$ cat src/rtl/mem_arbiter_pkg.sv
// Shared definitions for the unified-memory arbiter.
//   - arbiter state codes (2-bit)
//   - requester identifiers used for round-robin bookkeeping
//   - default block size and counter width
package mem_arbiter_pkg;

   localparam int unsigned DEF_BLOCK_WORDS = 8;
   localparam int unsigned CNT_W           = 4;

   typedef enum logic [1:0] {
      StIdle  = 2'd0,
      StWrite = 2'd1,
      StFillI = 2'd2,
      StFillD = 2'd3
   } arb_state_e;

   typedef enum logic {
      ReqI = 1'b0,
      ReqD = 1'b1
   } req_id_e;

endpackage

$ cat src/rtl/arb_beat_counter.sv
// Saturating up-counter used for the arbiter's issue and beat counts.
//   clk   : system clock
//   clr   : synchronous clear (wins over en)
//   en    : count enable; ignored once the count reaches MAX
//   count : current count
module arb_beat_counter
   import mem_arbiter_pkg::*;
#(
   parameter int unsigned MAX = 8
) (
   input  logic             clk,
   input  logic             clr,
   input  logic             en,
   output logic [CNT_W-1:0] count
);

   localparam logic [CNT_W-1:0] MaxVal = CNT_W'(MAX);

   logic [CNT_W-1:0] count_q, count_d;
   logic [3:0]       p, c, sum;
   logic [2:0]       g;
   logic             sat;

   // Carry-lookahead increment: count + 1.
   always_comb begin
      p    = count_q ^ 4'b0001;
      g    = count_q[2:0] & 3'b001;
      c[0] = 1'b0;
      c[1] = g[0];
      c[2] = g[1] | (p[1] & g[0]);
      c[3] = g[2] | (p[2] & g[1]) | (p[2] & p[1] & g[0]);
      sum  = p ^ c;
   end

   assign sat = (count_q == MaxVal);

   always_comb begin
      count_d = count_q;
      if (clr) begin
         count_d = '0;
      end else if (en && !sat) begin
         count_d = sum;
      end
   end

   always_ff @(posedge clk) begin
      count_q <= count_d;
   end

   assign count = count_q;

endmodule

$ cat src/rtl/mem_arbiter.sv
// Arbiter sharing one pipelined unified memory between the I-cache fill FSM,
// the D-cache fill FSM and D-cache write-through stores.
//   clk, rst            : clock, synchronous active-high reset
//   i_miss, i_addr      : I fill request and its current memory address
//   d_miss, d_addr      : D fill request and its current memory address
//   d_wr_req/addr/data  : single-cycle store request
//   mem_data_valid      : read data valid from memory
//   mem_enable/wr/addr/data_in : memory command outputs
//   i_grant, d_grant    : fill ownership
//   i_data_valid, d_data_valid : valid beats routed to the owner only
//   i_force_reset, d_force_reset : hold non-owning fill FSMs in reset
//   d_wr_ack            : store performed this cycle
//   arb_busy            : arbiter not idle
module mem_arbiter
   import mem_arbiter_pkg::*;
#(
   parameter int unsigned ADDR_W      = 16,
   parameter int unsigned DATA_W      = 16,
   parameter int unsigned BLOCK_WORDS = DEF_BLOCK_WORDS
) (
   input  logic              clk,
   input  logic              rst,
   input  logic              i_miss,
   input  logic [ADDR_W-1:0] i_addr,
   input  logic              d_miss,
   input  logic [ADDR_W-1:0] d_addr,
   input  logic              d_wr_req,
   input  logic [ADDR_W-1:0] d_wr_addr,
   input  logic [DATA_W-1:0] d_wr_data,
   input  logic              mem_data_valid,
   output logic              mem_enable,
   output logic              mem_wr,
   output logic [ADDR_W-1:0] mem_addr,
   output logic [DATA_W-1:0] mem_data_in,
   output logic              i_grant,
   output logic              d_grant,
   output logic              i_data_valid,
   output logic              d_data_valid,
   output logic              i_force_reset,
   output logic              d_force_reset,
   output logic              d_wr_ack,
   output logic              arb_busy
);

   localparam logic [CNT_W-1:0] BlockCnt = CNT_W'(BLOCK_WORDS);
   localparam logic [CNT_W-1:0] LastBeat = CNT_W'(BLOCK_WORDS - 1);

   arb_state_e       state_q, state_d;
   req_id_e          last_q, last_d;
   logic [CNT_W-1:0] issue_cnt, beat_cnt;
   logic             filling, next_filling, last_beat, issue_win, cnt_clr;
   logic [ADDR_W-1:0] owner_addr;

   assign filling      = (state_q == StFillI) || (state_q == StFillD);
   assign next_filling = (state_d == StFillI) || (state_d == StFillD);
   assign owner_addr   = (state_q == StFillD) ? d_addr : i_addr;
   assign last_beat    = filling && mem_data_valid && (beat_cnt == LastBeat);
   // Reads go out on the cycles after the grant cycle: issue_cnt 1..BLOCK_WORDS.
   assign issue_win    = (issue_cnt >= 4'd1) && (issue_cnt <= BlockCnt);
   // Counters are zero whenever the arbiter is (or is about to be) outside a fill.
   assign cnt_clr      = rst || !next_filling;

   // The issue counter runs one past the block so the read window closes
   // after exactly BLOCK_WORDS cycles while the beats are still returning.
   arb_beat_counter #(
      .MAX (BLOCK_WORDS + 1)
   ) u_issue_cnt (
      .clk   (clk),
      .clr   (cnt_clr),
      .en    (filling),
      .count (issue_cnt)
   );

   arb_beat_counter #(
      .MAX (BLOCK_WORDS)
   ) u_beat_cnt (
      .clk   (clk),
      .clr   (cnt_clr),
      .en    (filling && mem_data_valid),
      .count (beat_cnt)
   );

   always_comb begin
      state_d = state_q;
      last_d  = last_q;
      unique case (state_q)
         StIdle: begin
            if (d_wr_req) begin
               state_d = StWrite;
            end else if (i_miss && d_miss) begin
               state_d = (last_q == ReqI) ? StFillD : StFillI;
            end else if (i_miss) begin
               state_d = StFillI;
            end else if (d_miss) begin
               state_d = StFillD;
            end
         end
         StWrite: state_d = StIdle;
         StFillI, StFillD: begin
            if (last_beat) begin
               state_d = StIdle;
               last_d  = (state_q == StFillD) ? ReqD : ReqI;
            end
         end
         default: state_d = StIdle;
      endcase
   end

   always_ff @(posedge clk) begin
      if (rst) begin
         state_q <= StIdle;
         last_q  <= ReqI;
      end else begin
         state_q <= state_d;
         last_q  <= last_d;
      end
   end

   always_comb begin
      mem_enable  = 1'b0;
      mem_wr      = 1'b0;
      mem_addr    = '0;
      mem_data_in = '0;
      d_wr_ack    = 1'b0;
      if (state_q == StWrite) begin
         mem_enable  = 1'b1;
         mem_wr      = 1'b1;
         mem_addr    = d_wr_addr;
         mem_data_in = d_wr_data;
         d_wr_ack    = 1'b1;
      end else if (filling && issue_win) begin
         mem_enable = 1'b1;
         mem_addr   = owner_addr;
      end
   end

   assign i_grant       = (state_q == StFillI);
   assign d_grant       = (state_q == StFillD);
   assign i_data_valid  = i_grant && mem_data_valid;
   assign d_data_valid  = d_grant && mem_data_valid;
   assign i_force_reset = !i_grant;
   assign d_force_reset = !d_grant;
   assign arb_busy      = (state_q != StIdle);

endmodule

$ cat config.mk
export PLATFORM = sky130hd
export DESIGN_NAME = mem_arbiter
export DESIGN_NICKNAME = d
export VERILOG_FILES = /design/src/rtl/mem_arbiter_pkg.sv /design/src/rtl/arb_beat_counter.sv /design/src/rtl/mem_arbiter.sv
export SDC_FILE = /design/constraint.sdc
export NUM_CORES = 1
export LEC_CHECK = 0
export ABC_AREA = 1
export BUFFER_PORTS_ARGS = -buffer_cell sky130_fd_sc_hd__buf_2
export CORE_UTILIZATION = 36
export CTS_BUF_LIST = sky130_fd_sc_hd__clkbuf_8
export CTS_CLUSTER_DIAMETER = 80
export DETAILED_ROUTE_END_ITERATION = 16
export GPL_TIMING_DRIVEN = 0
export PLACE_DENSITY_LB_ADDON = 0.15
export SLEW_MARGIN = 20
export SYNTH_ARGS = -nofsm -noshare
export SYNTH_HDL_FRONTEND = slang
export SYNTH_SLANG_ARGS = --single-unit
export TNS_END_PERCENT = 1
$ cat constraint.sdc
create_clock -name clk -period 1.5 [get_ports clk]
set_clock_uncertainty 0.2 [all_clocks]
set_input_delay 0.3 -clock clk [delete_from_list [all_inputs] [get_ports clk]]
set_output_delay 0.3 -clock clk [all_outputs]
set_load 0.02 [all_outputs]
==> out/qor.csv <==
metric,value,unit
yosys.area_share.adder,4.84,%
hpwl,3350,um
yosys_warnings,0,
initial_core_util,38.2,%
syn_avg_cell_area,5.05,um2
worstSkewPairLatency,250,ps
hold_viol,0,
cts_buffers,3,
drt_iter0_markers,87,
syn-instance-count,256,
die_h,61.9,um
post-route-drc-count,0,
holdWs,23.6,ps
slowest_stage,dfxtp_2,
netlist_area,1290,um2
die_w,61.9,um
p_leak,0.00140,uW
cts-root-buf,clkbuf_8,
post-route-min-period,2040,ps
synthTopCellsByArea,"nand2_1, dfxtp_1, inv_1, nand3_1, nor2_1",
syn_nets,331,
vias,1974,
hold_class,input pin to register,
dp_slack,-388,ps
via_per_inst,4.66,
grt_max_degree,12,
synth_top_family_by_area,simple AND/OR/NAND/NOR gates,
first_pass_iters,4,
rows,21,
place_inst,413,
yosysSeqAreaShare,17.0,%
track_usage,23.7,%
ant_nets,0,
antenna_found_initial,0,
ir_drop,0.592,mV
final_cell_mix,"nand2_1, buf_2, inv_1",
cts.clk_slew.worst_paths,50,ps
final_common_cell,nand2_1,
htreeDepth,1,
cp_top_family,simple AND/OR/NAND/NOR gates,
violations,setup timing,
worstSetupStartpointType,register,
setup_viol,41,
drive_above_1_share,49.2,%
cp_num_buf_inv,3,
finalNonFillerCells,424,
gp_routability_congestion,0.748,
die_area,3840,um2
synth_compound_area_share,3.87,%
wl,5030,um
cts_sinks,11,
synthDistinctLibCells,19,
synth_xor_xnor_area_share,0,%
r2r.worst_path.cells,8,
cts_buffer_depth,2,
grt-ovfl-total,0,
cp-end-kind,output pin,
max_cap_violations,0,
io_buffers,111,
crit_path_max_incr_delay,330,ps
syn2layout_area_growth,89.3,%
worst_ep_arrival_time,1540,ps
grt_pass1_vias,1636,
grt_pass1_wl,6780,um
diodes,0,
max_slew.worst_pin.slew,305,ps
core-area,3390,um2
postLayoutSetupSlackWorst,-544,ps
synth_top_area_share,35.1,%
yosys.area_share.simple,57.1,%
rsz0062_at_grt,true,
p_per_area,679,nW/um2
cts_tree,built,
path_cells,inv_2 > ha_4 > nand3b_1 > nand2_2 > nand2_4 > buf_4 > nand3_1 > nand2_1 > buf_2,
detail_route.wl_per_cell,11.9,um
ios,112,
layout_worst_path_cycle_share,136,%
synth_mux_area_share,0,%
cp.depth,9,
nets,454,
cp.required,1000,ps
yosysTopAreaCell,nand2_1,
status,finished with violations,
fmax,489,MHz
cp_max_fo,7,
finalSetupTns,-14970,ps
path_class,register to output pin,
relSlewSlack,79.7,%
final_max_slew_viol_count,0,
hold_depth,2,
ys_ff_latch,11,
power by group:
part	switching, uW	leakage, uW	internal [uW]
clock	128	0.0000255	184
sequential	20.9	0.0000924	308
combinational	579	0.00129	442
total	728	0.00140	934
area by class of cell:
class | instances | area [um2]
Fill cell | 311 | 941
Clock buffer | 3 | 41.3
Sequential cell | 11 | 233
Clock inverter | 1 | 5.00
Tap cell | 46 | 57.6
Timing Repair Buffer | 118 | 786
Buffer | 9 | 104
Multi-Input combinational cell | 193 | 1040
Inverter | 43 | 181
routing by layer:
metal	GRT usage, %	wire length, um	part of all wire [%]	vias to the layer above
met3	3.52	280	5.6	5
met2	47.3	2830	56	65
met1	24.3	1870	37	892
met5	0	0	0	-
li1	-	-	-	1012
met4	9.52	51	1.0	0
worst paths after layout:
kind                              from  slack, ps                  end
setup / recovery  u_issue_cnt.count[1]       -540          mem_addr[4]
hold / removal                     rst         20           state_q[0]
setup reg to reg   u_beat_cnt.count[0]        120  u_beat_cnt.count[2]
hold reg to reg                 last_q        260               last_q
stage by stage:
stage / power, uW / util (%) / area [um2]
after global routing: 1770 / 72.2 / 2450
after detailed placement: 1080 / 58.0 / 1970
after CTS: 1570 / 68.0 / 2300
after floorplan: 819 / - / 1350
final: 1660 / 72.2 / 2450
after global placement: 1070 / 58.0 / 1970
registers in the layout, indices dropped and copies added (netlist names):
signal and count:
last_q 1, state_q 2, u_beat_cnt.count 4, u_issue_cnt.count 4
worst reg2reg max path, delay by kind of cell (launching register included):
| kind | cells | cell delay [ps] |
|---|---|---|
| fa+ha+maj | 1 | 190 |
| flops | 1 | 360 |
| simple gates | 5 | 430 |
| buf+inv | 2 | 110 |
synthesized netlist by cell type (all sizes together):
cell,number
buf,9
o21ai,1
nor2,24
nand3,26
nand3b,1
nand4,3
clkinv,1
inv,42
ha,5
a21oi,9
dfxtp,11
nand2,124
kinds of logic (layout without fill, tap and decap cells):
kind of cell | count (synthesis) | after routing
buf+inv | 52 | 174
fa+ha+maj | 5 | 5
flops | 11 | 11
compound gates | 10 | 10
simple gates | 178 | 178
timing repair:
action,4_1_cts,5_1_grt
setup buffers,5,1
pin swaps,4,5
endpoints found under the setup margin,42,49
gates cloned,1,0
hold buffers,0,0
gates resized for setup,77,37
Note: power is estimated with default switching activity, not from simulation.
